File: src/rtl/fmul_arbiter.sv
// Two-requester round-robin front end for one shared pipelined multiplier, with a credit-guarded result FIFO per requester.
// Issue one edge after acceptance, result visible MUL_LATENCY+2 edges after; a requester out of credit is held off without stalling the other.
module fmul_fifo #(
    parameter int WIDTH = 33,
    parameter int DEPTH = 4
) (
    input  logic             clk,
    input  logic             reset,
    input  logic             push,
    input  logic [WIDTH-1:0] push_data,
    input  logic             pop,
    output logic [WIDTH-1:0] head,
    output logic             empty
);
    localparam int AW = $clog2(DEPTH);

    logic [WIDTH-1:0] mem [DEPTH];
    logic [AW-1:0]    wr_ptr;
    logic [AW-1:0]    rd_ptr;
    logic [AW:0]      count;
    logic             full;

    assign empty = (count == '0);
    assign full  = (count == (AW+1)'(DEPTH));
    assign head  = mem[rd_ptr];

    always_ff @(posedge clk) begin
        if (reset) begin
            wr_ptr <= '0;
            rd_ptr <= '0;
            count  <= '0;
        end else begin
            if (push) wr_ptr <= wr_ptr + AW'(1);
            if (pop)  rd_ptr <= rd_ptr + AW'(1);
            count <= count + (AW+1)'(push) - (AW+1)'(pop);
        end
    end

    always_ff @(posedge clk) begin
        if (push) mem[wr_ptr] <= push_data;
    end

    // Credits upstream make a write into a full FIFO impossible.
    overflow_chk: assert property (@(posedge clk) disable iff (reset) !(push && full));
endmodule

module fmul_arbiter #(
    parameter int MUL_LATENCY  = 3,
    parameter int RESULT_DEPTH = 4
) (
    input  logic        clk,
    input  logic        reset,
    input  logic        req0_valid,
    input  logic [31:0] req0_a,
    input  logic [31:0] req0_b,
    output logic        req0_ready,
    input  logic        req1_valid,
    input  logic [31:0] req1_a,
    input  logic [31:0] req1_b,
    output logic        req1_ready,
    output logic        res0_valid,
    output logic [31:0] res0_data,
    output logic        res0_exception,
    input  logic        res0_ready,
    output logic        res1_valid,
    output logic [31:0] res1_data,
    output logic        res1_exception,
    input  logic        res1_ready,
    output logic        mul_valid,
    output logic [31:0] mul_a,
    output logic [31:0] mul_b,
    input  logic [31:0] mul_result,
    input  logic        mul_exception,
    output logic        busy
);
    localparam int CW = $clog2(RESULT_DEPTH) + 1;
    localparam logic [CW-1:0] FULL_CREDIT = CW'(RESULT_DEPTH);

    logic [CW-1:0]          credit0;
    logic [CW-1:0]          credit1;
    logic                   rr_ptr;
    logic                   elig0, elig1;
    logic                   grant0, grant1;
    logic                   pop0, pop1;
    logic                   mul_id;
    logic [MUL_LATENCY-1:0] tag_vld;
    logic [MUL_LATENCY-1:0] tag_id;
    logic                   wb_vld;
    logic                   wb_id;
    logic [32:0]            wb_dat;
    logic [32:0]            head0, head1;
    logic                   empty0, empty1;

    assign elig0  = !reset && req0_valid && (credit0 != '0);
    assign elig1  = !reset && req1_valid && (credit1 != '0);
    assign grant0 = elig0 && (!elig1 || !rr_ptr);
    assign grant1 = elig1 && (!elig0 || rr_ptr);

    assign req0_ready = grant0;
    assign req1_ready = grant1;
    assign pop0       = !empty0 && res0_ready;
    assign pop1       = !empty1 && res1_ready;

    always_ff @(posedge clk) begin
        if (reset) begin
            rr_ptr    <= 1'b0;
            credit0   <= FULL_CREDIT;
            credit1   <= FULL_CREDIT;
            mul_valid <= 1'b0;
            mul_a     <= '0;
            mul_b     <= '0;
            mul_id    <= 1'b0;
        end else begin
            mul_valid <= grant0 | grant1;
            if (grant0 | grant1) begin
                mul_a  <= grant0 ? req0_a : req1_a;
                mul_b  <= grant0 ? req0_b : req1_b;
                mul_id <= grant1;
                // Next priority goes to whoever was not just served.
                rr_ptr <= grant0;
            end
            if (grant0 && !pop0)      credit0 <= credit0 - CW'(1);
            else if (pop0 && !grant0) credit0 <= credit0 + CW'(1);
            if (grant1 && !pop1)      credit1 <= credit1 - CW'(1);
            else if (pop1 && !grant1) credit1 <= credit1 + CW'(1);
        end
    end

    // Tag follows the operation through the multiplier; the extra wb stage registers the product before the FIFO.
    always_ff @(posedge clk) begin
        if (reset) begin
            tag_vld <= '0;
            tag_id  <= '0;
            wb_vld  <= 1'b0;
            wb_id   <= 1'b0;
            wb_dat  <= '0;
        end else begin
            tag_vld[0] <= mul_valid;
            tag_id[0]  <= mul_id;
            for (int i = 1; i < MUL_LATENCY; i++) begin
                tag_vld[i] <= tag_vld[i-1];
                tag_id[i]  <= tag_id[i-1];
            end
            wb_vld <= tag_vld[MUL_LATENCY-1];
            wb_id  <= tag_id[MUL_LATENCY-1];
            wb_dat <= {mul_exception, mul_result};
        end
    end

    fmul_fifo #(.WIDTH(33), .DEPTH(RESULT_DEPTH)) u_fifo0 (
        .clk       (clk),
        .reset     (reset),
        .push      (wb_vld && !wb_id),
        .push_data (wb_dat),
        .pop       (pop0),
        .head      (head0),
        .empty     (empty0)
    );

    fmul_fifo #(.WIDTH(33), .DEPTH(RESULT_DEPTH)) u_fifo1 (
        .clk       (clk),
        .reset     (reset),
        .push      (wb_vld && wb_id),
        .push_data (wb_dat),
        .pop       (pop1),
        .head      (head1),
        .empty     (empty1)
    );

    assign res0_valid     = !empty0;
    assign res0_data      = head0[31:0];
    assign res0_exception = head0[32];
    assign res1_valid     = !empty1;
    assign res1_data      = head1[31:0];
    assign res1_exception = head1[32];

    assign busy = mul_valid | (|tag_vld) | wb_vld | !empty0 | !empty1;
endmodule

File: config.mk
export PLATFORM = sky130hd
export DESIGN_NAME = fmul_arbiter
export DESIGN_NICKNAME = d
export VERILOG_FILES = /design/src/rtl/fmul_arbiter.sv
export SDC_FILE = /design/constraint.sdc
export NUM_CORES = 1
export LEC_CHECK = 0
export CAP_MARGIN = 20
export CELL_PAD_IN_SITES_DETAIL_PLACEMENT = 1
export CELL_PAD_IN_SITES_GLOBAL_PLACEMENT = 2
export CORE_UTILIZATION = 40
export CTS_CLUSTER_SIZE = 10
export DETAILED_ROUTE_END_ITERATION = 7
export GPL_TIMING_DRIVEN = 0
export HOLD_SLACK_MARGIN = 0.12
export PLACE_DENSITY = 0.9
export SLEW_MARGIN = 20
export SYNTH_ARGS = -nofsm -noshare
export SYNTH_HDL_FRONTEND = slang
export SYNTH_SLANG_ARGS = --single-unit
File: constraint.sdc
create_clock -name clk -period 5.3 [get_ports clk]
set_clock_uncertainty 0.15 [all_clocks]
set_input_delay 0.795 -clock clk [delete_from_list [all_inputs] [get_ports clk]]
set_output_delay 0.795 -clock clk [all_outputs]
set_load 0.01 [all_outputs]
# Word level (Yosys, flattened, before mapping)
# Memory sizes are Yosys's and may differ from the RTL's. A register that Yosys moved wholly into a read port is not among the register bits.
# Index checks and enable logic that the tools add are counted.
[op_classes] add_sub_neg=12 muxes=14 bitwise_logic=5 n_reduce_logical=34
[ops] op="$mux W32" count=2
[ops] op="$logic_and A1 B1 Y1" count=14
[ops] op="$mux W3" count=4
[ops] op="$logic_not A1 Y1" count=11
[ops] op="$add A2 B1 Y2 const B" count=4
[ops] op="$mux W2" count=4
[ops] op="$add A3 B1 Y3" count=2
[ops] op="$add A3 B1 Y3 const B" count=2
[ops] op="$logic_not A3 Y1" count=2
[ops] op="$reduce_bool A3 Y1" count=2
[ops] op="$sub A3 B1 Y3" count=2
[ops] op="$sub A3 B1 Y3 const B" count=2
[ops] op="$or A1 B1 Y1" count=5
[ops] op="$mux W1" count=4
[ops] op="$reduce_bool A2 Y1" count=2
[ops] op="$reduce_or A3 Y1" count=1
[ops] op="$logic_or A1 B1 Y1" count=2
[totals] register_bits=128 ramBits=264 in_bits=167 out_inout_bits=136 elab_cells=85 memories=2
[memory_table] memory="u_fifo0.mem" depth=4 width=33 read_ports=1 rd_ports_with_merged_regs=1 write_ports=1 line_no="17" text="logic [WIDTH-1:0] mem [DEPTH];"
[memory_table] memory="u_fifo1.mem" depth=4 width=33 read_ports=1 rd_ports_with_merged_regs=1 write_ports=1 line_no="17"

# Depth between registers and ports, before layout
[logic_depth] depth_word=10 mapped_depth=11 mapped_depth_nobuf=9

# By module
# From an unflattened synthesis, not the netlist that was laid out.
[unflattened] hier_cells=928 area_unflattened_um2=15347.2
[modules_own_cells] module="fmul_fifo" instances=2 cells_per_inst=214 area_per_inst_um2=5241.3 seq_area_each_um2=4144.0
[modules_own_cells] module="fmul_arbiter" instances=1 cells_per_inst=500 area_per_inst_um2=4864.7 seq_area_each_um2=2282.2

# Worst setup path before layout
# Ideal clock, no wire load.
[synth_path] path_type="in2reg" from="input port req1_valid" to="register credit0[2]" setup_time_ns=0.062 arrival_ns=2.951 t_required_ns=5.088 slack_ns=2.137 cell_stages=10 path_buffers=2 cell_sequence="o311ai_1 clkbuf_1 clkbuf_1 nor3b_1 ha_1 inv_1 fa_1 xor2_1 or3_1 nand3_1"
[synth_via] elab_chain_len=8 elab_cells_between_ends=10 cone_classes="mux (1); reduce/logical (9)"
[synth_lines] element="start, declared" line_no="57" text="input logic req1_valid,"
[synth_lines] element="$logic_and A1 B1 Y1 * (2 in a row)" line_no="95" text="assign elig1 = !reset && req1_valid && (credit1 != '0);"
[synth_lines] element="$logic_not A1 Y1 *" line_no="96" text="assign grant0 = elig0 && (!elig1 || !rr_ptr);"
[synth_lines] element="$logic_or A1 B1 Y1 *" line_no="96"
[synth_lines] element="$logic_and A1 B1 Y1 *" line_no="96"
[synth_lines] element="via req0_ready" line_no="56" text="output logic req0_ready,"
[synth_lines] element="$logic_not A1 Y1" line_no="123" text="else if (pop0 && !grant0) credit0 <= credit0 + CW'(1);"
[synth_lines] element="$logic_and A1 B1 Y1" line_no="123"
[synth_lines] element="$reduce_bool A2 Y1 (no source line)"
[synth_lines] element="end signal, assigned" line_no="122" text="if (grant0 && !pop0) credit0 <= credit0 - CW'(1);"
[synth_lines] element="end signal, assigned" line_no="123"
[synth_lines] element="end, declared" line_no="79" text="logic [CW-1:0] credit0;"
# Mark *: on every way through the listed nets, which the timed path passes. The rest lies on a longest branch.
# A chain may end at the register's enable or synchronous reset.

# Final worst setup path
[layout_path] from="input port req1_valid" to="output port req0_ready"
[layout_via] elab_chain_len=5
[layout_lines] element="$logic_and A1 B1 Y1 (2 in a row)" line_no="95"
[layout_lines] element="$logic_not A1 Y1" line_no="96"
[layout_lines] element="$logic_or A1 B1 Y1" line_no="96"
[layout_lines] element="$logic_and A1 B1 Y1" line_no="96"
[layout_lines] element="end, declared" line_no="56"
# Every way passes these cells.

==> impl_metrics.tcl <==
set metrics [dict create \
    status "finished with violations" \
    violations "DRC" \
    cap_violations 0 \
    yosysTopAreaCellShare 0.541 \
    finalInstanceArea_um2 19800 \
    ys_seq_elements 396 \
    crit_type "in -> out" \
    finalHoldViolCount 0 \
    drc 14 \
    syn_area_per_cell_um2 18.1 \
    place_congestion 0.849 \
    ys_warn_count 0 \
    cts_buffers 45 \
    r2r_cells 10 \
    power_frac_comb 0.224 \
    hold_end "tag_id[2]$_SDFF_PP0_" \
    gr-usage-all-layers 0.224 \
    clk_pin_slew_ns 0.05 \
    place_area_um2 18500 \
    dp_hpwl_um 28500 \
    via_per_inst 5.37 \
    grt_overflow_total 0 \
    synthDistinctLibCells 33 \
    rrSetupSlack_ns 1.95 \
    p_sw_frac 0.259 \
    cp_max_fo 10 \
    cts.sinks 396 \
    ant_nets 0 \
    cts.repair.resized 0 \
    dr.pass1.iters 7 \
    grt_max_degree 24 \
    synth_edf_count 264 \
    hp-class "reg -> reg" \
    yosys-top-cells-area "edfxtp_1 (54%), dfxtp_1 (18%), mux4_2 (10%)" \
    max_freq_mhz 237 \
    crit_path_end_kind "primary output" \
    setup_violations 0 \
    syn_nets 993 \
    leakagePower_nw 6.78 \
    finalPower_mw 8.22 \
    yosysTopAreaCell "edfxtp_1" \
    rows 69 \
    netlist_instances 808 \
    areaGrowthSynthToFinish_pct 34.9 \
    min_period_ns 4.23 \
    cts-hold-fix-buffers 0 \
    tritoncts "yes" \
    min_period_over_period 0.798 \
    worst_slack_ns 1.07 \
    clockBufferDepth 3 \
    seq_area_um2 10600 \
    pwr-share-seq 0.433 \
    wl_per_cell_um 25.1 \
    hold_depth 1 \
    postCtsSetupRepairBufs 0 \
    start_kind "input port" \
    die_h_um 193 \
    grt_pass1_wl_um 62100 \
    fin_tns_setup_ns 0 \
    drive_gt1_frac 0.128 \
    p_per_area_nw_per_um2 416 \
    worst_pin_slew_ns 0.828 \
    cp.arrival_ns 3.28 \
    vias 8893 \
    p_int_mw 6.09 \
    crit_required_ns 4.36 \
    synth_flop_cell "edfxtp_1" \
    totalWireLength_um 41600 \
    ir_worst_vdd_v 0.000237 \
    boundaryPins 303 \
    grt_pass1_vias 9895 \
    die_w_um 193 \
    slew_headroom 0.448 \
    initial_utilization 0.409 \
    placement.io_buffers 302 \
    clkLatencyLatePin_ns 0.55 \
    rsz0062_at_grt "no" \
    core_um2 35800 \
    htreeDepth 2 \
    antenna_found_initial 3 \
    synth_area_um2 14700 \
    async_flop_share 0 \
    timing.rr.start "credit1[0]$_SDFFE_PP0P_" \
    multi_input_area_um2 3720 \
    fillers 3330 \
    worstReg2RegEnd "credit0[2]$_SDFFE_PP1P_" \
    p_clk_frac 0.342 \
    min_from "tag_id[1]$_SDFF_PP0_" \
    drv_slew 0 \
    seq_area_frac_synth 0.721 \
    p_switching_mw 2.13 \
    clock-root-buffer "clkbuf_16" \
    first_iter_violations 405 \
    post-place-ws_ns 1.10 \
    die-area_um2 37400 \
    fin_nets 1350 \
]
==> worst max-delay path, stage by stage <==
cell	delay [ns]
clkdlybuf4s50_1	0.49
o311ai_1	0.16
clkbuf_1	0.46
clkbuf_1	0.36
nor3b_1	0.37
clkdlybuf4s50_1	0.64
==> cells in the final DEF (no fill, tap or decap), types with 2 or more instances in the layout <==
cell	n
clkdlybuf4s50_1	302
edfxtp_1	264
dfxtp_1	132
mux4_2	66
clkbuf_1	64
and4_1	64
a221o_1	64
nor2b_1	47
clkbuf_16	46
inv_1	21
nor2_1	17
ha_1	14
buf_2	9
xor2_1	8
or3_1	6
buf_6	6
xnor2_1	6
buf_4	5
a21oi_1	5
buf_16	5
nand2_1	4
and2_2	4
and3_2	4
nand3_1	4
fa_1	4
o31ai_1	3
buf_12	3
diode_2	2
buf_1	2
or4_1	2
o311ai_0	2
o21ai_0	2
==> worst max-delay path by stage <==
stage	start	endpoint	slack, ns	depth (start not counted)
after CTS	req1_valid	req0_ready	1.07	6
after global routing	req1_valid	req0_ready	0.98	6
after global placement	req1_valid	req0_ready	1.06	6
after detailed placement	req1_valid	req0_ready	1.10	6
final	req1_valid	req0_ready	1.07	6
after floorplan	req1_valid	credit0[2]$_SDFFE_PP1P_	2.14	10
==> state kept, by name (all words and copies together) (netlist names), 2 cells and up, named ones only <==
name	cells
u_fifo1.count	3
mul_b	32
tag_id	3
u_fifo1.rd_ptr	2
u_fifo0.count	3
credit1	3
credit0	3
tag_vld	3
u_fifo1.mem	132
wb_dat	33
u_fifo0.rd_ptr	2
u_fifo1.wr_ptr	2
u_fifo0.mem	132
mul_a	32
u_fifo0.wr_ptr	2
==> synthesized netlist by cell type, drive strengths merged (6+ instances only) <==
library cell    n
a221o          64
or3             6
inv            21
clkbuf         37
dfxtp         132
nor2b          47
buf            22
and4           64
edfxtp        264
mux4           66
nor2           17
ha             14
xnor2           6
xor2            8
==> area by class of cell <==
type / instances / share of cell area
Antenna cell: 2 / 0.000253
Tap cell: 461 / 0.0292
Buffer: 59 / 0.0150
Sequential cell: 396 / 0.535
Clock inverter: 2 / 0.00184
Timing Repair Buffer: 310 / 0.163
Clock buffer: 74 / 0.0640
Multi-Input combinational cell: 332 / 0.188
Inverter: 21 / 0.00399
==> cells by family (layout without fill, tap and decap cells) <==
logic type | after synthesis | in the layout | synth area share
other | 0 | 2 | 0
xor gates and xnor gates | 14 | 14 | 0.00837
adders and majority gates | 18 | 18 | 0.0174
muxes | 67 | 67 | 0.102
buffers and inverters | 80 | 466 | 0.0256
AOI/OAI and AO/OA | 80 | 80 | 0.0528
and+or+nand+nor | 153 | 153 | 0.0726
DFF | 396 | 396 | 0.721
==> per-layer routing <==
layer | vias up | track usage | wire (µm)
met5 | - | 0 | 11
met4 | 2 | 0.0723 | 1030
met3 | 70 | 0.0591 | 3070
met2 | 344 | 0.408 | 21700
met1 | 4526 | 0.255 | 15800
li1 | 3951 | - | -
==> power by group through the flow <==
stage,Combinational (mW),Sequential (mW),Clock [mW]
after detailed placement,1.87,3.62,0
after CTS,1.88,3.56,2.88
after global routing,1.98,3.58,2.98
after global placement,1.83,3.61,0
after floorplan,0.930,3.62,0
final,1.84,3.56,2.82
==> through the flow <==
stage,std cells,hold WS (ns),util
floorplan,808,0.264,-
global route,1657,0.304,0.552
global placement,1571,0.268,0.510
CTS,1655,0.293,0.552
finish,1657,0.288,0.552
detailed placement,1579,0.278,0.515
Note: power is estimated with default switching activity, not from simulation.
